`src/rtl/fft_frame_ctrl.sv`:
```
// Frame sequencer for the FIR -> sample FIFO -> FFT path: aligns frames to chirp
// starts, skips settling samples, fills the FIFO with FFT_N samples and drains it into the FFT.
module fft_frame_ctrl #(
  parameter int FFT_N           = 1024,
  parameter int N_WIDTH         = $clog2(FFT_N),
  parameter int HOLDOFF_SAMPLES = 16,
  parameter int FULL_TIMEOUT    = 64
) (
  input  logic        clk_i,
  input  logic        rst,
  input  logic        enable_i,
  input  logic        ramp_start_i,
  input  logic        sample_valid_i,
  input  logic        tx_ready_i,
  input  logic        fifo_full_i,
  output logic        fifo_wren_o,
  output logic        fifo_rden_o,
  output logic        fifo_clr_o,
  output logic        fft_en_o,
  output logic        frame_start_o,
  output logic        busy_o,
  output logic [15:0] frame_ctr_o,
  output logic [7:0]  drop_ctr_o,
  output logic [7:0]  err_ctr_o
);

  typedef enum logic [2:0] {IDLE, HOLDOFF, CAPTURE, WAIT_FULL, DRAIN} state_t;

  localparam int HW = (HOLDOFF_SAMPLES > 1) ? $clog2(HOLDOFF_SAMPLES) : 1;
  localparam int TW = (FULL_TIMEOUT > 1) ? $clog2(FULL_TIMEOUT) : 1;
  localparam logic [HW-1:0]      HOLD_LAST = HW'((HOLDOFF_SAMPLES > 0) ? HOLDOFF_SAMPLES - 1 : 0);
  localparam logic [TW-1:0]      T_LAST    = TW'(FULL_TIMEOUT - 1);
  localparam logic [N_WIDTH-1:0] WR_LAST   = N_WIDTH'(FFT_N - 1);
  localparam logic [N_WIDTH:0]   RD_LAST   = (N_WIDTH+1)'(FFT_N - 1);
  localparam logic [N_WIDTH:0]   RD_END    = (N_WIDTH+1)'(FFT_N);
  localparam state_t FIRST = (HOLDOFF_SAMPLES == 0) ? CAPTURE : HOLDOFF;

  state_t               state_q, state_d;
  logic [HW-1:0]        hold_q, hold_d;
  logic [N_WIDTH-1:0]   wr_q, wr_d;
  logic [TW-1:0]        wt_q, wt_d;
  logic [N_WIDTH:0]     rd_q, rd_d;
  logic                 rden_q, rden_d, clr_q, clr_d, fft_q, fs_q, busy_q;
  logic [15:0]          frame_q;
  logic [7:0]           drop_q, err_q;
  logic                 drop_inc, err_inc, frame_inc, start_ok, abort;

  assign start_ok    = enable_i & tx_ready_i;
  // A ramp in the same cycle as a sample aborts the frame, so that sample is never written.
  assign fifo_wren_o = sample_valid_i & (state_q == CAPTURE) & ~ramp_start_i;

  always_comb begin
    state_d   = state_q;
    hold_d    = hold_q;
    wr_d      = wr_q;
    wt_d      = wt_q;
    rd_d      = rd_q;
    rden_d    = 1'b0;
    clr_d     = 1'b0;
    drop_inc  = 1'b0;
    err_inc   = 1'b0;
    frame_inc = 1'b0;
    abort     = 1'b0;
    case (state_q)
      IDLE: if (ramp_start_i && enable_i) begin
        if (tx_ready_i) begin
          state_d = FIRST;
          hold_d  = '0;
          wr_d    = '0;
        end else begin
          drop_inc = 1'b1;
        end
      end
      HOLDOFF: begin
        if (ramp_start_i) abort = 1'b1;
        else if (sample_valid_i) begin
          if (hold_q == HOLD_LAST) begin
            state_d = CAPTURE;
            wr_d    = '0;
          end else begin
            hold_d = hold_q + 1'b1;
          end
        end
      end
      CAPTURE: begin
        if (ramp_start_i) abort = 1'b1;
        else if (sample_valid_i) begin
          if (wr_q == WR_LAST) begin
            state_d = WAIT_FULL;
            wr_d    = '0;
            wt_d    = '0;
          end else begin
            wr_d = wr_q + 1'b1;
          end
        end
      end
      WAIT_FULL: begin
        drop_inc = ramp_start_i;
        if (fifo_full_i) begin
          state_d = DRAIN;
          rden_d  = 1'b1;
          rd_d    = '0;
        end else if (wt_q == T_LAST) begin
          state_d = IDLE;
          clr_d   = 1'b1;
          err_inc = 1'b1;
        end else begin
          wt_d = wt_q + 1'b1;
        end
      end
      DRAIN: begin
        drop_inc = ramp_start_i;
        rd_d     = rd_q + 1'b1;
        rden_d   = (rd_q < RD_LAST);
        // fft_en lags rden by one, so the last FFT beat lands on rd_q == FFT_N.
        if (rd_q == RD_END) begin
          state_d   = IDLE;
          frame_inc = 1'b1;
        end
      end
      default: state_d = IDLE;
    endcase
    if (abort) begin
      clr_d    = 1'b1;
      drop_inc = 1'b1;
      hold_d   = '0;
      wr_d     = '0;
      state_d  = start_ok ? FIRST : IDLE;
    end
  end

  always_ff @(posedge clk_i) begin
    if (rst) begin
      state_q <= IDLE;
      hold_q  <= '0;
      wr_q    <= '0;
      wt_q    <= '0;
      rd_q    <= '0;
      rden_q  <= 1'b0;
      clr_q   <= 1'b0;
      fft_q   <= 1'b0;
      fs_q    <= 1'b0;
      busy_q  <= 1'b0;
      frame_q <= '0;
      drop_q  <= '0;
      err_q   <= '0;
    end else begin
      state_q <= state_d;
      hold_q  <= hold_d;
      wr_q    <= wr_d;
      wt_q    <= wt_d;
      rd_q    <= rd_d;
      rden_q  <= rden_d;
      clr_q   <= clr_d;
      fft_q   <= rden_q;
      fs_q    <= rden_q && (state_q == DRAIN) && (rd_q == '0);
      busy_q  <= (state_d != IDLE);
      if (frame_inc) frame_q <= frame_q + 16'd1;
      if (drop_inc && drop_q != 8'hFF) drop_q <= drop_q + 8'd1;
      if (err_inc && err_q != 8'hFF) err_q <= err_q + 8'd1;
    end
  end

  assign fifo_rden_o   = rden_q;
  assign fifo_clr_o    = clr_q;
  assign fft_en_o      = fft_q;
  assign frame_start_o = fs_q;
  assign busy_o        = busy_q;
  assign frame_ctr_o   = frame_q;
  assign drop_ctr_o    = drop_q;
  assign err_ctr_o     = err_q;

endmodule

```
`config.mk`:
```
export PLATFORM = sky130hd
export DESIGN_NAME = fft_frame_ctrl
export DESIGN_NICKNAME = d
export VERILOG_FILES = /design/src/rtl/fft_frame_ctrl.sv
export SDC_FILE = /design/constraint.sdc
export NUM_CORES = 1
export LEC_CHECK = 0
export ABC_AREA = 1
export CAP_MARGIN = 20
export CORE_MARGIN = 2
export CORE_UTILIZATION = 39
export DETAILED_ROUTE_END_ITERATION = 10
export PLACE_DENSITY = 0.6
export SLEW_MARGIN = 20
export SYNTH_ARGS = -nofsm -noshare
export SYNTH_HDL_FRONTEND = slang
export SYNTH_SLANG_ARGS = --single-unit
```
`constraint.sdc`:
```
create_clock -name clk_i -period 1.6 [get_ports clk_i]
set_input_delay 0.4 -clock clk_i [delete_from_list [all_inputs] [get_ports clk_i]]
set_output_delay 0.4 -clock clk_i [all_outputs]
set_load 0.05 [all_outputs]
```
## Word-level counts from Yosys, hierarchy flattened

Index checks and enable logic that the tools add are counted.

| operators by class | value |
|---|---|
| add/subtract/negate cells | 7 |
| magnitude comparators | 1 |
| equality and inequality tests | 22 |
| multiplexer cells | 51 |
| bitwise operators | 4 |
| reductions and logical operators | 19 |

Operator list:

| operator | count |
|---|---|
| $mux 10 | 8 |
| $mux 3 | 12 |
| $mux 6 | 5 |
| $pmux 10 s3 | 1 |
| $ne 2x2->1 const B | 11 |
| $pmux 11 s2 | 1 |
| $mux 4 | 5 |
| $add 16x1->16 const B | 1 |
| $add 8x1->8 const B | 2 |
| $ne 8x8->1 const B | 2 |
| $pmux 3 s5 | 1 |
| $mux 1 | 13 |
| $pmux 6 s2 | 1 |
| $reduce_and 6->1 | 2 |
| $add 11x1->11 const B | 1 |
| $eq 11x11->1 const B | 1 |
| $logic_not 11->1 | 1 |
| $lt 11x10->1 const B | 1 |
| $mux 11 | 1 |
| $add 10x1->10 const B | 1 |
| $eq 10x10->1 const B | 1 |
| $pmux 4 s2 | 1 |
| $reduce_and 8->1 | 1 |
| $add 6x1->6 const B | 1 |
| other kinds (16) | 29 |

| word-level totals | value |
|---|---|
| register bits after elaboration | 71 |

## Depth between registers and ports, before layout

Gate-level depths: netlist of the first run.

| depth | value |
|---|---|
| depth in word-level cells | 7 |
| depth in mapped cells | 11 |
| gate-level depth less buffers | 11 |

## Worst setup path after synthesis of the first run

No wires, ideal clock.

| timing path | value |
|---|---|
| path kind | reg-to-reg |
| start point | reg state_q[1] |
| end point | reg busy_q (netlist: busy_o) |
| data arrival time | 1.812 ns |
| path slack | -0.274 ns |
| cell stages (with the launch flop) | 9 |
| buffers on the path | 0 |
| path through | dfxtp_1 > inv_1 > nor2_1 > nand2_2 > nor2_1 > nand3_1 > nand4_1 > nand2_1 > nand3_1 |

| between the ends | value |
|---|---|
| cells in the longest elaborated chain, start to end | 6 |

RTL lines:

| element | RTL line | source |
|---|---|---|
| start, declared | 38 | `state_t state_q, state_d;` |
| start signal, assigned | 148 | `state_q <= state_d;` |
| $mux 3 (on tied branches) | 88, 77 |  |
| $mux 3 (on tied branches) | 87, 76 |  |
| $mux 3 (on tied branches) | 86, 75 |  |
| $pmux 3 s5 | 64 | `case (state_q)` |
| $mux 3 (*) | 123 | `if (abort) begin` |
| $reduce_bool 3->1 (*) | 157 | `busy_q <= (state_d != IDLE);` |
| end signal, assigned | 157 |  |
| end, declared | 43 | `logic rden_q, rden_d, clr_q, clr_d, fft_q, fs_q, busy_q;` |

Every way passes the cells marked *; elsewhere a longest branch is shown, timed or not.
A chain may end at the register's enable or synchronous reset.

## Worst setup path after layout of the first run

| timing path | value |
|---|---|
| start point | reg state_q[0] |
| end point | out fifo_wren_o |

| between the ends | value |
|---|---|
| cells in the longest elaborated chain, start to end | 3 |

RTL lines:

| element | RTL line | source |
|---|---|---|
| $eq 3x2->1 | 50 | `assign fifo_wren_o = sample_valid_i & (state_q == CAPTURE) & ~ramp_start_i;` |
| $and 1x1->1 (2 in a row) | 50 |  |
| end, declared | 16 | `output logic fifo_wren_o,` |

Every way passes these cells.

==> results of run 1 <==
-- per-layer routing --
metal / track usage [%] / part of all wire, % / routed length (µm)
met5: 0 / 0 / 0
met4: 4.29 / 1.1 / 116
met3: 5.30 / 4.2 / 430
met2: 31.9 / 50 / 5080
met1: 22.6 / 45 / 4590
-- cell type report --
cell class,instances,area (µm²)
well taps,133,166
flip-flops and latches,71,1450
multi-input cells,446,2380
fillers,927,3970
inverters,79,309
repair buffers,109,1310
clock buffers,10,128
clock inverters,6,109
-- power groups by stage --
stage / clock (mW) / combinational [mW] / sequential, mW
floorplan: 0 / 0.229 / 1.88
global placement: 0 / 0.390 / 1.86
detailed placement: 0 / 0.397 / 1.86
CTS: 1.79 / 0.401 / 1.82
global route: 1.86 / 0.478 / 1.83
finish: 1.74 / 0.439 / 1.83
-- cell usage in the layout, fill, tap and decap left out, types with 6 or more instances in the layout --
master,instances
clkbuf_8,9
nor2_4,11
nand2_2,16
buf_12,38
buf_4,63
a21oi_1,53
xnor2_1,7
nand3_2,9
nand2_1,150
nand3_1,37
nor3_1,13
nor2_1,64
inv_1,67
dfxtp_1,49
nand2_4,6
inv_2,9
dfxtp_2,20
o21ai_0,18
nor2_2,7
nand4_1,13
xor2_1,10
-- Yosys cell counts (all sizes together) --
library cell,count
nand2,171
nor2,82
inv,79
dfxtp,71
a21oi,56
nand3,47
o21ai,24
nor3,15
nand4,13
xor2,10
ha,8
xnor2,7
clkbuf,5
buf,4
a211oi,2
nor3b,2
o21bai,2
a21boi,1
a22oi,1
and2,1
nand3b,1
o31ai,1
or2,1
-- worst max-delay path by stage --
stage	slack, ps	startpoint	end
final	-10	state_q[0]$_SDFF_PP0_	fifo_wren_o
after global routing	-80	state_q[0]$_SDFF_PP0_	fifo_wren_o
after CTS	-30	state_q[1]$_SDFF_PP0_	fifo_wren_o
after detailed placement	-290	ramp_start_i	hold_q[3]$_SDFFE_PP0P_
after global placement	-260	ramp_start_i	wr_q[8]$_SDFFE_PP0P_
after floorplan	20	err_ctr_o[5]$_SDFFE_PP0P_	err_ctr_o[1]$_SDFFE_PP0P_
-- cells by family after synthesis --
logic type                 Yosys count
xor gates and xnor gates            17
adders and majority gates            8
DFF                                 71
buffers and inverters               88
AOI/OAI and AO/OA                   87
and+or+nand+nor                    333
-- worst max-delay path: cells and delay by family, from the launching register on --
family | cells | cell delay (ps)
DFF | 1 | 380
buffers and inverters | 1 | 150
and+or+nand+nor | 3 | 330
-- flip-flops by register name, summed over array words and instances (netlist names) --
name           flops
rd_q              11
wt_q               6
frame_ctr_o       16
state_q            3
hold_q             4
fifo_rden_o        1
drop_ctr_o         8
err_ctr_o          8
fft_en_o           1
wr_q              10
busy_o             1
fifo_clr_o         1
frame_start_o      1
-- what timing repair did --
item	CTS	global route
pin swaps	5	19
hold buffers	0	0
setup buffers	6	9
resized for setup	14	52
cloned	0	2
endpoints found under the setup margin	19	44
endpoints found under the hold margin	0	0
-- per-stage QoR --
| step | util (%) | hold WS (ps) | worst slack, ps |
|---|---|---|---|
| global placement | 54.0 | 458 | -256 |
| CTS | 57.2 | 489 | -33.9 |
| global route | 59.6 | 484 | -76.3 |
| floorplan | - | 447 | 21.4 |
| finish | 59.6 | 463 | -13.3 |
| detailed placement | 54.0 | 472 | -294 |
==> impl_summary.md, run 1 <==
Outcome
The flow ran to the end, but the final reports show violations. The final reports fail on setup timing.

Detailed routing
The residual antenna-violating net count after detailed routing is 0. The average routed wire per standard cell is 12.0 µm. The sum of routed wire length over all layers is 10,200 µm. Dividing the detail-routed via count by the number of cells gives 4.85. The detailed-router iteration count before antenna repair is 4. Summing over every cut layer, the via total after detailed routing is 4,145.

The total DRC errors in the routed layout is 0. For this block, the initial DRC count from the detailed router was 127.

Synthesis
Of the total synthesized cell area, the portion taken by AND, OR, NAND and NOR gates is between 30% and 40%. The synthesized netlist devotes 11.5% of its cell area to compound gates. The netlist uses 35 different library cells. The Yosys step of the flow raised 0 warnings.

After synthesis, the share of cell area in mux cells is 0%. The xor and xnor fraction of the mapped netlist area is around 3.8%. Summing the areas of all fa, ha and maj instances in the mapped netlist gives approximately 2.5% of the synthesized area. Counting every net in the synthesized netlist gives 619.

Summed over its instances, the top area cell type makes up 35.8% of the synthesized netlist area. In the post-synthesis netlist, the biggest area contributors are dfxtp_1, nand2_1, a21oi_1. The sequential area share after synthesis is 35.8%.

In the synthesized netlist, the number of instances is just over 600. The synthesized netlist occupies a cell area of 3970 µm². The biggest area consumer among synthesized cells is dfxtp_1. By area, the combinational part of the netlist is dominated by simple AND/OR/NAND/NOR gates. The mean area per synthesized cell is 6.57 µm². The synthesis-stage register bit count is 71.

Floorplan
The boundary pin count is 45. The core outline area is 9820 µm². For this configuration, the core starts out at a cell density of 40.4%. The height of the chip is 105 µm. The width of the die is approximately 100 µm. The die covers roughly 11,000 µm².

In this run the core area contains 36 standard-cell rows.

Timing
The headroom to the max-slew limit is 77.1%. Setup violations remaining at the end of the flow were counted as 1. For this run, the top clock speed supported by timing is 620 MHz. In the post-route analysis, the smallest setup slack over all paths is -13.3 ps. The part of the cycle the worst path needs is 101%.

For the final routed database, the setup TNS stands at -13.3 ps. The number of hold violations in the final report is 0. Setup repair after global routing could not meet its margin everywhere. The number of pins exceeding their max-slew limit in the final report is 0. The post-layout minimum cycle time is approximately 1600 ps. Clock skew on the completed layout was measured at roughly 5.4 ps.

For the pin with the worst max-slew slack, the measured transition is between 300 and 400 ps.

Clocking
The number of H-tree levels is 3. After clock tree synthesis, the clock-pin slew on the worst setup and hold paths is 80 ps. The buffer type at the clock tree root is clkbuf_8. No sink is reached through more buffers than the 2 on the longest clock path. The clock drives 71 sinks. TritonCTS built the clock tree. Clock latency on the worst-skew pair, taken at its later pin, is 350 ps. The total clock buffers created by CTS is 9.

Layout
The layout overhead on the synthesized area is 47.4%. In the final layout, the share of cells above drive strength 1 is roughly 30%. The net total in the final layout is 731.

The final non-filler cell area is 5850 µm². The final instance count without filler cells is 854. The count of inserted antenna diode cells is 0.

GRT
For this run, the total global-route usage over all layers was measured as 18.4%. The residual overflow from global routing is 0. The wire length of the first global-routing pass is 17,000 µm.

The initial antenna violation count was 0. The via count of the first global-routing pass is 3,881. Entering global routing, the biggest net connects 16 pins.

Critical path
The most numerous cell type found on the critical path is nor2_4. The slowest stage cell on the critical path is dfxtp_4. The maximum net fanout on the critical path is 4. For the worst flop-to-flop path, the logic depth is 10. In this run the critical register-to-register path is launched from state_q[0]$_SDFF_PP0_. The nature of the critical path endpoint is a primary output. The startpoint type of the worst setup path is a flip-flop.

The worst register-to-register path has a setup slack of 70 ps. The destination of the worst register-to-register timing path is wr_q[1]$_SDFFE_PP0P_. The critical path data required time is 1200 ps. The stage delay of the slowest cell on the critical path is 380 ps. The critical path goes through nor2_4 > nand2_4 > nor2_4 > buf_12. Data arrives at the worst endpoint at 1210 ps. The critical path in this run is classified as flip-flop to primary output.

Power and ir drop
The power share of the sequential group is between 40% and 50%. In this run the power spent charging and discharging nets is 1.01 mW. The power density relative to cell area is 685 nW/µm². Combinational cells account for a little over a tenth of the total power. The internal power component is 3.00 mW. The worst-case IR drop observed on VDD is 0.392 mV. The total power of the final layout is approximately 4.0 mW. The clock network burns approximately 44% of the power. Summed over all cells, the static leakage comes to 2.32 nW. Net switching is 25.2% of the power.

Place
The number of port buffers is 44. The total cell area at the placement stage is 5300 µm². The congestion estimate from routability-driven global placement came to 0.837. The placed wire-length estimate after detailed placement is 7380 µm. The placed instance count is 821.

Hold path
In this run the most critical hold path is launched from rd_q[0]$_SDFFE_PP0P_. Counting instances, the worst hold path has a depth of 1. The worst hold-check path type is flip-flop to flip-flop. The worst hold path terminates at rd_q[0]$_SDFFE_PP0P_.

Job
Across the run, the number of max-cap violations was 0.
(Power assumes the default switching activity.)
==> run 2: changes to the inputs <==
--- a/config.mk
+++ b/config.mk
@@ -10,6 +10,7 @@
 export CORE_MARGIN = 2
 export CORE_UTILIZATION = 39
 export DETAILED_ROUTE_END_ITERATION = 10
+export GPL_TIMING_DRIVEN = 1
 export PLACE_DENSITY = 0.6
 export SLEW_MARGIN = 20
 export SYNTH_ARGS = -nofsm -noshare
==> results of run 2 <==
Final layout, timing and power as in run 1 (identical DEF).
